[src/rtl/pc_fetch_sequencer.sv]
// pc_fetch_sequencer: instruction-fetch PC sequencer.
// Issues one memory request at a time and delivers the returned words
// together with their PC. Branches redirect the fetch stream. If a
// request is still outstanding when a branch arrives, that request is
// finished and its data is thrown away.
// Optional build macro MISALIGN_TRAP_EN: when it is defined, a branch to
// a target that is not word aligned sets the sticky misaligned flag and
// halts fetching until reset. When it is not defined, the low two target
// bits are cleared and misaligned is tied low.
//
// state | meaning
// IDLE  | no request; leaves after one cycle (stays while trapped)
// FETCH | request at fetchAddr outstanding; delivers data on ack
// FLUSH | request outstanding whose data will be discarded; then
//       | jumps to the latched branch target
// HOLD  | delivered instruction frozen while downstream stalls
module pc_fetch_sequencer #(
   parameter logic [31:0] RESET_PC = 32'h0000_0000
) (
   input  logic        clock,
   input  logic        reset,
   input  logic        branchTaken,
   input  logic [31:0] branchTarget,
   input  logic        stall,
   output logic        fetchReq,
   output logic [31:0] fetchAddr,
   input  logic        fetchAck,
   input  logic [31:0] fetchData,
   output logic [31:0] instr,
   output logic [31:0] instrPC,
   output logic        instrValid,
   output logic        misaligned
);

   typedef enum logic [1:0] {IDLE, FETCH, FLUSH, HOLD} state_t;

   state_t      r_state, w_state_nxt;
   logic [31:0] r_addr, w_addr_nxt;
   logic [31:0] r_instr, w_instr_nxt;
   logic [31:0] r_pc, w_pc_nxt;
   logic        r_valid, w_valid_nxt;
   logic [31:0] r_target, w_target_nxt;
   logic [31:0] w_tgt;
   logic        w_bad;
   logic        w_halt;

`ifdef MISALIGN_TRAP_EN
   logic r_mis;
   logic w_mis_nxt;

   assign w_tgt      = branchTarget;
   assign w_bad      = branchTaken && (branchTarget[1:0] != 2'b00);
   assign w_halt     = r_mis;
   assign w_mis_nxt  = r_mis | w_bad;
   assign misaligned = r_mis;

   // sticky trap flag, cleared only by reset
   always_ff @(posedge clock or negedge reset) begin
      if (!reset) r_mis <= 1'b0;
      else        r_mis <= w_mis_nxt;
   end
`else
   // the target is forced to a word boundary before it is used
   assign w_tgt      = branchTarget & 32'hFFFF_FFFC;
   assign w_bad      = 1'b0;
   assign w_halt     = 1'b0;
   assign misaligned = 1'b0;
`endif

   assign fetchAddr  = r_addr;
   assign instr      = r_instr;
   assign instrPC    = r_pc;
   assign instrValid = r_valid;

   // state and datapath registers
   always_ff @(posedge clock or negedge reset) begin
      if (!reset) begin
         r_state  <= IDLE;
         r_addr   <= RESET_PC;
         r_instr  <= 32'h0;
         r_pc     <= 32'h0;
         r_valid  <= 1'b0;
         r_target <= 32'h0;
      end else begin
         r_state  <= w_state_nxt;
         r_addr   <= w_addr_nxt;
         r_instr  <= w_instr_nxt;
         r_pc     <= w_pc_nxt;
         r_valid  <= w_valid_nxt;
         r_target <= w_target_nxt;
      end
   end

   // next-state and request logic
   always_comb begin
      w_state_nxt  = r_state;
      w_addr_nxt   = r_addr;
      w_instr_nxt  = r_instr;
      w_pc_nxt     = r_pc;
      w_valid_nxt  = r_valid;
      w_target_nxt = r_target;
      fetchReq     = 1'b0;
      case (r_state)
         IDLE: begin
            if (!w_halt) begin
               w_state_nxt = FETCH;
               if (branchTaken) begin
                  w_addr_nxt  = w_tgt;
                  w_valid_nxt = 1'b0;
               end
            end
         end
         FETCH: begin
            fetchReq    = 1'b1;
            w_valid_nxt = 1'b0;
            if (fetchAck && branchTaken) begin
               w_addr_nxt = w_tgt;
            end else if (fetchAck) begin
               w_instr_nxt = fetchData;
               w_pc_nxt    = r_addr;
               w_valid_nxt = 1'b1;
               w_addr_nxt  = r_addr + 32'd4;
               if (stall) w_state_nxt = HOLD;
            end else if (branchTaken) begin
               w_target_nxt = w_tgt;
               w_state_nxt  = FLUSH;
            end
         end
         FLUSH: begin
            fetchReq    = 1'b1;
            w_valid_nxt = 1'b0;
            if (branchTaken) w_target_nxt = w_tgt;
            if (fetchAck) begin
               // a branch arriving with the ack is the newest one, so it wins
               w_addr_nxt  = branchTaken ? w_tgt : r_target;
               w_state_nxt = FETCH;
            end
         end
         HOLD: begin
            if (branchTaken) begin
               w_addr_nxt  = w_tgt;
               w_valid_nxt = 1'b0;
            end
            if (!stall) begin
               w_valid_nxt = 1'b0;
               w_state_nxt = FETCH;
            end
         end
         default: w_state_nxt = IDLE;
      endcase
      // misaligned trap: drop the branch and park in IDLE
      if (w_bad) begin
         w_state_nxt  = IDLE;
         w_valid_nxt  = 1'b0;
         w_addr_nxt   = r_addr;
         w_target_nxt = r_target;
      end
   end

endmodule

[config.mk]
export PLATFORM = sky130hd
export DESIGN_NAME = pc_fetch_sequencer
export DESIGN_NICKNAME = d
export VERILOG_FILES = /design/src/rtl/pc_fetch_sequencer.sv
export SDC_FILE = /design/constraint.sdc
export NUM_CORES = 1
export LEC_CHECK = 0
export ABC_AREA = 1
export BUFFER_PORTS_ARGS = -buffer_cell sky130_fd_sc_hd__buf_2
export CELL_PAD_IN_SITES_DETAIL_PLACEMENT = 1
export CELL_PAD_IN_SITES_GLOBAL_PLACEMENT = 2
export CORE_MARGIN = 2
export CORE_UTILIZATION = 34
export CTS_BUF_LIST = sky130_fd_sc_hd__clkbuf_8
export DETAILED_ROUTE_END_ITERATION = 8
export PLACE_DENSITY_LB_ADDON = 0.1
export REMOVE_ABC_BUFFERS = 1
export SYNTH_ARGS = -nofsm -noshare
export SYNTH_HDL_FRONTEND = slang
export SYNTH_SLANG_ARGS = --single-unit
[constraint.sdc]
create_clock -name clock -period 4.7 [get_ports clock]
set_input_delay 0.94 -clock clock [delete_from_list [all_inputs] [get_ports clock]]
set_output_delay 0.94 -clock clock [all_outputs]
set_load 0.05 [all_outputs]
==> reports/metrics.csv <==
metric,value,unit
status,"finished, final reports clean",
yosysTopAreaCellShare,48.8,%
postSynthRegisterBits,131,
timing.max_slew.rel_slack,32.3,%
rows,51,
final_util,42.5,%
gp_routability_congestion,0.785,
grt_pass1_vias,6216,
postLayoutSetupSlackWorst,1.67,ns
detailedPlacementHpwl,14800,um
report.final.setup_viol,0,
final-hold-violation-count,0,
number_of_enable_type_register_cells_in_the_synthesized_netlist,0,
tritoncts,yes,
port-buffer-count,164,
seqCellArea,0.00328,sq mm
max-cap-violations,0,
finalHoldWorstSlack,0.484,ns
grt_pass1_wl,32200,um
drt-total-wl,20800,um
whs_path_depth,2,
synth.most_common_cell,nand2_1,
clock_latency,0.44,ns
netlist_top_cells_count,"nand2_1, dfrtp_1, o21ai_0",
core,0.0194,sq mm
post-cts-setup-buffers,0,
power.total,6.85,mW
vdd_ir_drop_max,0.396,mV
critical_path.endpoint_type,flop,
global_route.overflow_total,0,
tritoncts_num_sinks,131,
area_of_the_die,0.0209,sq mm
detailed_route_via_count,6194,
max_clock_freq,330,MHz
design.final.nets,1043,
synth.yosys.seq_area_share,48.8,%
number_of_warnings_issued_by_yosys,0,
setup-tns-final,0,ns
synth_flop_cell,dfrtp_1,
path_class,reg -> reg,
n_fill_cell,2421,
post_drt_wl_per_cell,16.7,um
power.leakage,3.98,nW
chipWidth,144,um
start_util,34.6,%
power_density,831,mW/mm^2
crit_path_start_kind,flop,
timing.critical_path.required,4.97,ns
syn2layout_area_growth,22.9,%
n_antenna_cell,0,
post_cts.resized_instances,0,
cts_max_path_buffers,2,
multiInputGateArea,0.00296,sq mm
timing_max_transition_violations_final,0,
grtUsageTotal,19.9,%
share_of_layout_cells_above_drive_strength_1,26.6,%
worst_min_delay_path_class,reg -> reg,
drt_first_iter_violations,201,
synth.avg_cell_area,8.17,sq um
worst-path-max-fanout,58,
via_per_inst,4.97,
synthArstFlopShare,100,%
ant_nets_after_route,0,
grt_setup_unrepaired,false,
worst_slew_pin_slew,1.02,ns
h_tree_depth_reported_by_cts,4,
final_period_minus_worst_setup_slack,3.03,ns
drc_errors_left,0,
floorplan.io_pins,168,
dpl_worst_slack,1.66,ns
cts_hold_buffers_added,0,
clock-skew-final,0.0161,ns
antenna_found_initial,0,
clkSlewWorstSetupHoldPaths,0.08,ns
synth_cells,821,
clk_tree_root_cell,clkbuf_8,
worst_ep_arrival_time,3.30,ns
synth_cell_types,36,
synth_top_cell_by_area,dfrtp_1,
pin_count_of_the_biggest_net_entering_global_routing,106,
reg2reg_depth,6,
drtPass1Iterations,4,
final_cycle_share,64.4,%
post_synth_instance_area,0.00671,sq mm
post_synth_main_area_contributors,"dfrtp_1, nand2_1, o21ai_0",
fp.dieH,144,um
cts-buffers-inserted,17,
==> cells by family after synthesis <==
logic type,after synthesis,share of synthesized area (%)
multiplexers,35,5.87
AND/OR/NAND/NOR,352,21.8
other,1,0.0559
flip-flops,131,48.8
adder cells (fa/ha/maj),5,0.932
buffers and inverters,122,7.40
AO/OA/AOI/OAI,175,15.1
==> power breakdown <==
part | internal (mW) | switching [mW]
clock network | 0.714 | 0.475
registers | 1.64 | 0.359
logic | 0.930 | 2.74
==> through the flow <==
stage / std cells / instance area, sq um
floorplan: 781 / 6520
global route: 1247 / 8250
CTS: 1247 / 8250
finish: 1247 / 8250
detailed placement: 1215 / 7750
global placement: 1215 / 7750
==> flip-flops by register name (all words and copies together), names as in the netlist <==
register and count:
r_target 32, instr 32, instrPC 32, instrValid 1, fetchAddr 32, r_state 2
==> path summary, 6_finish.rpt <==
kind | from | endpoint | slack (ns)
setup / recovery | r_state[1] | r_target[22] | 1.67
hold / removal | instrPC[19] | instrPC[19] | 0.48
setup reg to reg | r_state[1] | r_target[22] | 1.67
hold reg to reg | instrPC[19] | instrPC[19] | 0.48
max in group asynchronous | reset | fetchAddr[20] | 3.08
min in group asynchronous | reset | instr[6] | 0.64
==> critical path, cell delays in order (launching register included) <==
cell,delay (ns)
dfrtp_1,0.40
inv_1,0.08
ha_1,0.39
nor2_4,0.80
nor2_2,0.17
inv_2,0.75
o21ai_0,0.23
==> cell type report <==
| type | count | share of cell area [%] |
|---|---|---|
| flip-flops and latches | 131 | 39.8 |
| multi-input cells | 568 | 35.9 |
| repair buffers | 169 | 10.6 |
| well taps | 265 | 4.02 |
| inverters | 82 | 3.73 |
| clock buffers | 19 | 3.17 |
| clock inverters | 13 | 2.79 |
==> layer usage <==
metal	up-vias	share of wire, %	track usage (%)
met5	-	0	0
met4	0	1.3	6.64
met3	14	4.8	3.38
met1	3023	46	25.1
li1	2994	-	-
met2	163	48	34.6
==> cells in the final DEF (no fill, tap or decap), types with 7 or more instances in the layout <==
| cell | n |
|---|---|
| a21oi_1 | 21 |
| o21ai_0 | 102 |
| buf_2 | 163 |
| o21ai_1 | 7 |
| dfrtp_1 | 131 |
| inv_2 | 8 |
| mux2_2 | 34 |
| nor2_1 | 63 |
| nor2_4 | 7 |
| inv_1 | 75 |
| a221oi_1 | 12 |
| clkbuf_8 | 19 |
| nand2_1 | 224 |
| nand3_1 | 34 |
(Power assumes the default switching activity.)
